File: src/rtl/onebit_sram_seq.sv
// onebit_sram_seq
// Access sequencer for a single SRAM bitcell and its sense amplifier.
// Turns one-cycle op requests into timed precharge / write / evaluate
// phases, captures the sensed value and reports it with a one-cycle strobe.
//
// Ports:
//   clk        rising-edge clock
//   rst_n      asynchronous active-low reset
//   req        request strobe, taken only while ready=1
//   op[1:0]    00 write, 01 read Q, 10 read QB, 11 read-check (Q then QB)
//   wdata      write data for op 00
//   sa_out     sense-amp output, sampled at the end of the last evaluate cycle
//   ready      high only while idle
//   rsp_valid  one-cycle completion pulse per accepted op
//   rdata      last sensed Q (op 01/11) or QB (op 10) value
//   chk_err    op 11: Q and QB samples were equal
//   preb, w_en, write_bit, SAE, WL, WLB   registered cell controls
module onebit_sram_seq #(
  parameter int T_PRE  = 2,
  parameter int T_EVAL = 3,
  parameter int T_WR   = 2
) (
  input  logic       clk,
  input  logic       rst_n,
  input  logic       req,
  input  logic [1:0] op,
  input  logic       wdata,
  input  logic       sa_out,
  output logic       ready,
  output logic       rsp_valid,
  output logic       rdata,
  output logic       chk_err,
  output logic       preb,
  output logic       w_en,
  output logic       write_bit,
  output logic       SAE,
  output logic       WL,
  output logic       WLB
);

  localparam int TMAX_A = (T_PRE > T_EVAL) ? T_PRE : T_EVAL;
  localparam int TMAX   = (TMAX_A > T_WR) ? TMAX_A : T_WR;
  localparam int CW     = $clog2(TMAX + 1);

  typedef enum logic [2:0] {IDLE, WR, PRE, EVAL, RSP} state_t;

  state_t        state, state_n;
  logic [CW-1:0] cnt, cnt_n;
  logic [1:0]    op_q, op_n;
  logic          second, second_n;
  logic          q_sample;
  logic          accept, last_eval;
  logic          preb_n, w_en_n, sae_n, wl_n, wlb_n, rsp_n;

  assign ready     = (state == IDLE);
  assign accept    = (state == IDLE) && req;
  assign op_n      = accept ? op : op_q;
  assign last_eval = (state == EVAL) && (cnt == '0);

  // Next-state logic. The phase counter is loaded with length-1 on entry to
  // each timed state and the state advances when it reaches zero. For a
  // read-check, 'second' marks the QB half so the first evaluate loops back
  // through a fresh precharge instead of finishing.
  always_comb begin
    state_n  = state;
    cnt_n    = cnt;
    second_n = second;
    case (state)
      IDLE: begin
        if (req) begin
          if (op == 2'b00) begin
            state_n = WR;
            cnt_n   = CW'(T_WR - 1);
          end else begin
            state_n  = PRE;
            cnt_n    = CW'(T_PRE - 1);
            second_n = 1'b0;
          end
        end
      end
      WR: begin
        if (cnt == '0) state_n = RSP;
        else           cnt_n   = cnt - CW'(1);
      end
      PRE: begin
        if (cnt == '0) begin
          state_n = EVAL;
          cnt_n   = CW'(T_EVAL - 1);
        end else begin
          cnt_n = cnt - CW'(1);
        end
      end
      EVAL: begin
        if (cnt == '0) begin
          if (op_q == 2'b11 && !second) begin
            state_n  = PRE;
            cnt_n    = CW'(T_PRE - 1);
            second_n = 1'b1;
          end else begin
            state_n = RSP;
          end
        end else begin
          cnt_n = cnt - CW'(1);
        end
      end
      RSP:     state_n = IDLE;
      default: state_n = IDLE;
    endcase
  end

  // Cell-control decode from the upcoming state, so the control flops line
  // up exactly with the state they belong to. Precharge and idle leave every
  // control low, which keeps the bitlines precharged (preb active-low).
  always_comb begin
    preb_n = 1'b0;
    w_en_n = 1'b0;
    sae_n  = 1'b0;
    wl_n   = 1'b0;
    wlb_n  = 1'b0;
    rsp_n  = (state_n == RSP);
    case (state_n)
      WR: begin
        preb_n = 1'b1;
        w_en_n = 1'b1;
        wl_n   = 1'b1;
        wlb_n  = 1'b1;
      end
      EVAL: begin
        preb_n = 1'b1;
        sae_n  = 1'b1;
        if (op_n == 2'b10 || (op_n == 2'b11 && second_n)) wlb_n = 1'b1;
        else                                               wl_n  = 1'b1;
      end
      default: ;
    endcase
  end

  // State, phase counter and read-check half flag.
  always_ff @(posedge clk or negedge rst_n) begin
    if (!rst_n) begin
      state  <= IDLE;
      cnt    <= '0;
      second <= 1'b0;
      op_q   <= 2'b00;
    end else begin
      state  <= state_n;
      cnt    <= cnt_n;
      second <= second_n;
      op_q   <= op_n;
    end
  end

  // Registered outputs and sense capture. write_bit doubles as the latched
  // write data and holds after the write; only w_en gates the cell write.
  // sa_out is looked at solely on the edge ending the final evaluate cycle.
  // The Q half of a read-check is parked in q_sample and only published to
  // rdata together with the compare result at the response.
  always_ff @(posedge clk or negedge rst_n) begin
    if (!rst_n) begin
      preb      <= 1'b0;
      w_en      <= 1'b0;
      write_bit <= 1'b0;
      SAE       <= 1'b0;
      WL        <= 1'b0;
      WLB       <= 1'b0;
      rsp_valid <= 1'b0;
      rdata     <= 1'b0;
      chk_err   <= 1'b0;
      q_sample  <= 1'b0;
    end else begin
      preb      <= preb_n;
      w_en      <= w_en_n;
      SAE       <= sae_n;
      WL        <= wl_n;
      WLB       <= wlb_n;
      rsp_valid <= rsp_n;
      if (accept && op == 2'b00) write_bit <= wdata;
      if (last_eval) begin
        if (op_q == 2'b11 && !second) begin
          q_sample <= sa_out;
        end else if (op_q == 2'b11) begin
          rdata   <= q_sample;
          chk_err <= (q_sample == sa_out);
        end else begin
          rdata   <= sa_out;
          chk_err <= 1'b0;
        end
      end
    end
  end

endmodule

File: config.mk
export PLATFORM = sky130hd
export DESIGN_NAME = onebit_sram_seq
export DESIGN_NICKNAME = d
export VERILOG_FILES = /design/src/rtl/onebit_sram_seq.sv
export SDC_FILE = /design/constraint.sdc
export NUM_CORES = 1
export LEC_CHECK = 0
export ABC_AREA = 1
export BUFFER_PORTS_ARGS = -buffer_cell sky130_fd_sc_hd__buf_2
export CAP_MARGIN = 30
export CORE_MARGIN = 3
export CORE_UTILIZATION = 54
export DETAILED_ROUTE_END_ITERATION = 12
export PLACE_DENSITY = 0.89
export SLEW_MARGIN = 0
export SYNTH_ARGS = -nofsm -noshare
export SYNTH_HDL_FRONTEND = slang
export SYNTH_SLANG_ARGS = --single-unit
File: constraint.sdc
create_clock -name clk -period 1.46 [get_ports clk]
set_input_delay 0.219 -clock clk [delete_from_list [all_inputs] [get_ports clk]]
set_output_delay 0.219 -clock clk [all_outputs]
set_load 0.02 [all_outputs]
==> flow_summary.yaml, run 1 <==
synthesis:
  synth.ff_latch_count: 18
  synth_area_per_cell_um2: 8.38
  syn_area_um2: 988
  synth_largest_area_cell: "dfrtp_1"
  synth_area_leaders: "dfrtp_1 46%, nand2_1 11%, inv_1 7.2%"
  yosysWarningCount: 0
  ys_seq_area_frac: 0.456
  synth_top_area_share: 0.456
  synth_cells: 118
  synth.distinct_cells: 23
  syn_nets: 129
sta:
  finClkSkew_ns: 0.0149
  drv_slew: 0
  timing.fmax_mhz: 704
  rsz0062_at_grt: "true"
  final_hold_viol_count: 0
  period_share: 0.972
  finalSetupViolCount: 0
  worst_pin_slew_ns: 0.397
  final.setup.tns_ns: 0
  slew_headroom: 0.735
  timing.hold.ws_ns: 0.162
  period_needed_ns: 1.42
power:
  clkPwrFrac: 0.113
  p_seq_frac: 0.320
  p_int_uw: 1440
  peakVddDrop_mv: 1.35
  swShare: 0.484
  combPwrFrac: 0.568
  net-switching-power_uw: 1350
  power.leakage_uw: 0.000655
  power_density_nw_per_um2: 2300
layout:
  drive_gt1_frac: 0.357
  fill_cells: 123
  antennaDiodeCount: 0
  area_delta_synth_final_pct: 22.5
  seq_area_um2: 454
  finalNetCount: 155
  layout_common_cells: "28 x nand2_1, 17 x inv_1, 16 x buf_2, 15 x dfrtp_1, 10 x nor2_1"
  multiInputGateArea_um2: 485
  final_common_cell: "nand2_1"
clocking:
  cts.sinks: 18
  clock_latency_ns: 0.31
  htree_num_levels: 1
  path_clk_slew_ns: 0.09
  cts_buffer_depth: 2
  cts_tree: "yes"
  cts_root_buffer: "clkbuf_4"
  cts_buffers: 3
route:
  dr_total_vias: 890
  first_iter_violations: 41
  ant_nets: 0
  drt_first_pass_iters: 4
  wirelength_um: 2400
  routedWlPerCell_um: 14.3
  drc: 0
  via_per_inst: 5.33
global_route:
  grt_overflow: 0
  grt_pass1_wl_um: 3460
  grt_pass1_vias: 839
  grt.total_usage: 0.192
  grt_max_degree: 19
  grt_antenna_before_repair: 0
setup_path:
  crit_buf_inv: 3
  crit_type: "flop to primary output"
  crit_path_start_kind: "flop"
  crit_chain: "inv_4 -> nand2_1 -> inv_1 -> buf_2"
  crit_required_ns: 1.24
  cp.arrival_ns: 1.20
  cp_max_fo: 8
  end_kind: "primary output"
  cp_slowest_cell: "dfrtp_2"
  slowest_delay_ns: 0.48
  cpLargestDelayFamily: "flip-flops"
floorplanning:
  die_w_um: 48.8
  pin_count: 17
  die_area_um2: 2380
  core_region_area_um2: 1610
  start_util: 0.613
  die_h_um: 48.8
  row_count: 14
place:
  dp.final_hpwl_um: 1570
  numPortBuffers: 16
  place_congestion: 0.933
min_path:
  hold_class: "primary input to flop"
job:
  drv_cap: 0
status:
  status: "finished clean"
-- power by group through the flow --
stage | sequential [µW] | clock [µW] | combinational (µW)
2_1_floorplan | 988 | 0 | 882
3_3_place_gp | 873 | 0 | 1280
3_5_place_dp | 889 | 0 | 1330
4_1_cts | 896 | 312 | 1350
5_1_grt | 914 | 348 | 1740
6_report | 890 | 314 | 1580
-- repair_timing --
action | in CTS | in global routing
pin swaps | 0 | 3
gates resized for setup | 4 | 7
setup buffers | 0 | 4
hold endpoints to repair | 18 | 0
gates cloned | 0 | 0
endpoints found under the setup margin | 2 | 4
hold buffers | 1 | 0
-- final cells by class --
| class | instances | share of cell area |
|---|---|---|
| sequential | 18 | 0.375 |
| clock buffer | 4 | 0.0300 |
| timing repair buffer | 21 | 0.0992 |
| tap | 24 | 0.0248 |
| inverter | 22 | 0.0702 |
| multi-input combinational | 78 | 0.401 |
-- worst reg2reg max path, stage by stage (launching register included) --
cell and delay [ns]:
dfrtp_1 0.43, inv_2 0.14, ha_4 0.16, inv_1 0.04
nor2_1 0.07, nand2_1 0.06, nand2_1 0.06, nand2_1 0.07
nand2_2 0.08, nand2_1 0.06, nand2_1 0.08, nand2_1 0.07
-- state kept, by name, indices dropped and copies added (netlist names) --
name       cells
state          3
cnt            2
op_q           2
SAE            1
WL             1
WLB            1
chk_err        1
preb           1
q_sample       1
rdata          1
rsp_valid      1
second         1
w_en           1
write_bit      1
-- cells in the mapped netlist (all sizes together) --
library cell and n:
o31ai 1, a31oi 1, nand4 3, nand3 7
nor2 15, a21oi 6, o2111ai 1, inv 22
o21ai 6, nand2 34, ha 4, dfrtp 18
-- through the flow --
step                      area [µm²]  cells   util  setup WS [ns]  total power [µW]
after CTS                       1150    163  0.717         0.0100              2550
after global placement          1100    158  0.682         0.0695              2160
final                           1210    167  0.752         0.0403              2780
after global routing            1210    167  0.752        -0.0568              3000
after detailed placement        1100    158  0.682        0.00268              2220
after floorplan                  988    118      -          0.184              1870
-- per-layer routing --
metal,track usage,routed length (µm),up-vias,part of all wire
met5,0,0,-,0
met4,0.161,159,0,0.066
met3,0.0428,142,18,0.059
met2,0.317,1230,44,0.51
met1,0.208,867,408,0.36
li1,-,-,420,-
-- worst paths after layout --
path / start / end / slack [ns] / cells past startpoint
max: state[2] / ready / 0.04 / 4
min: wdata / write_bit / 0.16 / 3
max reg2reg: cnt[0] / WL / 0.05 / 11
min reg2reg: write_bit / write_bit / 0.51 / 2
max in group asynchronous: rst_n / state[2] / 0.78 / 2
min in group asynchronous: rst_n / second / 0.36 / 2
-- cells by family after synthesis --
group,after synthesis,share of synthesized area
compound gates,15,0.0911
fa+ha+maj,4,0.0506
buf+inv,22,0.0861
flops,18,0.456
simple gates,59,0.316
Power figures use the tool's default switching activity.
==> run 2, diff against run 1 <==
--- a/config.mk
+++ b/config.mk
@@ -5,13 +5,12 @@
 export SDC_FILE = /design/constraint.sdc
 export NUM_CORES = 1
 export LEC_CHECK = 0
-export ABC_AREA = 1
 export BUFFER_PORTS_ARGS = -buffer_cell sky130_fd_sc_hd__buf_2
 export CAP_MARGIN = 30
 export CORE_MARGIN = 3
-export CORE_UTILIZATION = 54
+export CORE_UTILIZATION = 53
 export DETAILED_ROUTE_END_ITERATION = 12
-export PLACE_DENSITY = 0.89
+export PLACE_DENSITY = 0.88
 export SLEW_MARGIN = 0
 export SYNTH_ARGS = -nofsm -noshare
 export SYNTH_HDL_FRONTEND = slang
==> run 2 against run 1 <==
Effect of this change:
- the run now ends with setup timing left
- via count down 0.22%
- final cell count is 7.8% lower
- core utilization grew 11 points
- critical path depth decreased by 1
- largest cell class unchanged
==> flow_summary.yaml, run 2 <==
synthesis:
  synth_cells: 92
  synth.ff_latch_count: 18
  synth_common_cells: "18 x dfrtp_1, 8 x nor2_1, 7 x inv_1"
  syn_nets: 103
  synth_area_per_cell_um2: 10.7
  yosysWarningCount: 0
  ys_seq_area_frac: 0.457
  synth_top_area_share: 0.457
  synth-edff-count: 0
  yosysMostFrequentCell: "dfrtp_1"
  synthArstFlopShare: 1.00
  syn_area_um2: 986
  synthFlopType: "dfrtp_1"
  synth_largest_area_cell: "dfrtp_1"
  synth.distinct_cells: 35
  synth_area_leaders: "dfrtp_1 46%, mux2_2 5.7%, ha_1 5.1%"
route:
  ant_nets: 0
  first_iter_violations: 18
  dr_total_vias: 888
  via_per_inst: 5.77
  drt_first_pass_iters: 4
  routedWlPerCell_um: 17.8
  wirelength_um: 2740
  drc: 0
global_route:
  grt_overflow: 0
  grt_max_degree: 19
  grt.total_usage: 0.232
  grt_pass1_wl_um: 4260
  grt_antenna_before_repair: 0
  grt_pass1_vias: 919
power:
  power.leakage_uw: 0.000672
  peakVddDrop_mv: 1.93
  power_density_nw_per_um2: 2340
setup_path:
  crit_chain: "or4b_4 -> nor3_4 -> mux2_4"
  cp.arrival_ns: 1.76
  crit_required_ns: 1.65
  cp_max_fo: 7
  crit_path_start_kind: "flop"
  crit_type: "flop to flop"
  crit_buf_inv: 0
  slowest_delay_ns: 0.61
  end_kind: "flop"
  cp_slowest_cell: "or4b_4"
  cpLargestDelayFamily: "simple AND/OR/NAND/NOR gates"
clocking:
  path_clk_slew_ns: 0.10
  clock_latency_ns: 0.30
  htree_num_levels: 1
  cts_buffer_depth: 2
  cts.sinks: 18
  cts_tree: "yes"
  cts_buffers: 3
  cts_root_buffer: "clkbuf_4"
sta:
  setup_ws_ns: -0.110
  finalSetupViolCount: 8
  drv_slew: 0
  finClkSkew_ns: 0.00204
  final_hold_viol_count: 0
  rsz0062_at_grt: "true"
  timing.fmax_mhz: 637
  period_needed_ns: 1.57
  slew_headroom: 0.723
  period_share: 1.08
  final.setup.tns_ns: -0.644
  worst_pin_slew_ns: 0.414
status:
  violations: "setup timing"
  status: "complete, but fails checks"
min_path:
  hold_class: "primary input to flop"
job:
  drv_cap: 0
place:
  dp.final_hpwl_um: 1830
  placed_cells_incl_taps: 145
  numPortBuffers: 16
  place_congestion: 0.866
floorplanning:
  die_w_um: 49.1
  start_util: 0.605
  die_h_um: 49.1
  row_count: 14
  pin_count: 17
  core_region_area_um2: 1630
  die_area_um2: 2410
layout:
  biggestRegsByFlops: "state (3), cnt (2), op_q (2)"
  area_delta_synth_final_pct: 42.1
  finalNetCount: 142
  drive_gt1_frac: 0.538
  largest_register_ffs: 3
  fin_cells: 154
  antennaDiodeCount: 0
  layout_common_cells: "20 x buf_4, 18 x dfrtp_1, 15 x buf_2, 5 x nor2_1, 5 x inv_1"
  fill_cells: 77
  final_common_cell: "buf_4"
  top_register: "state"
## run 2: path summary, 6_finish.rpt
kind / start / to / slack (ns) / depth (start not counted)
max: state[1] / write_bit / -0.11 / 3
max reg2reg: state[1] / write_bit / -0.11 / 3
min reg2reg: rdata / rdata / 0.51 / 2
min: wdata / write_bit / 0.15 / 2
min in group asynchronous: rst_n / chk_err / 0.39 / 2
max in group asynchronous: rst_n / SAE / 0.79 / 2
## run 2: logic make-up after synthesis
logic type	after synthesis	share of synthesized area
adder cells (fa/ha/maj)	4	0.0508
XOR/XNOR	1	0.00888
AO/OA/AOI/OAI	21	0.171
flip-flops	18	0.457
buffers and inverters	11	0.0571
multiplexers	5	0.0571
AND/OR/NAND/NOR	32	0.198
## run 2: cell type report
| class | count | area (µm²) | share of cell area |
|---|---|---|---|
| multi-input combinational | 63 | 601 | 0.429 |
| sequential | 18 | 450 | 0.321 |
| timing repair buffer | 38 | 258 | 0.184 |
| clock buffer | 4 | 36.3 | 0.0259 |
| tap | 24 | 30.0 | 0.0214 |
| inverter | 7 | 26.3 | 0.0188 |
## run 2: worst register-to-register path, cell delays in order (launching register included)
cell     delay (ns)
dfrtp_1        0.39
or4b_4         0.61
nor3_4         0.15
mux2_4         0.31
## run 2: through the flow
step	power, µW	utilization	instance area, µm²	hold WS [ns]	setup slack [ns]
3_3_place_gp	2500	0.763	1240	0.163	-0.0516
2_1_floorplan	2020	-	1040	-0.0766	-0.180
6_report	3280	0.860	1400	0.153	-0.110
3_5_place_dp	2590	0.763	1240	0.167	-0.0774
4_1_cts	3050	0.824	1340	0.139	-0.0918
5_1_grt	3480	0.860	1400	0.151	-0.162
## run 2: power by group
| part | switching [µW] | internal [µW] |
|---|---|---|
| combinational | 1150 | 1020 |
| sequential | 107 | 711 |
| clock | 151 | 152 |
| total | 1410 | 1880 |
## run 2: repair_timing
action | 4_1_cts | 5_1_grt
buffers inserted | 4 | 0
pin swaps | 0 | 2
hold buffers | 1 | 0
endpoints found under the hold margin | 18 | 0
endpoints found under the setup margin | 11 | 14
resized for setup | 6 | 15
## run 2: layer usage
| metal | GRT usage | vias up | part of all wire |
|---|---|---|---|
| met5 | 0 | - | 0 |
| met4 | 0.104 | 0 | 0.024 |
| met3 | 0.0275 | 9 | 0.067 |
| met2 | 0.397 | 47 | 0.48 |
| met1 | 0.288 | 426 | 0.43 |
| li1 | - | 406 | - |
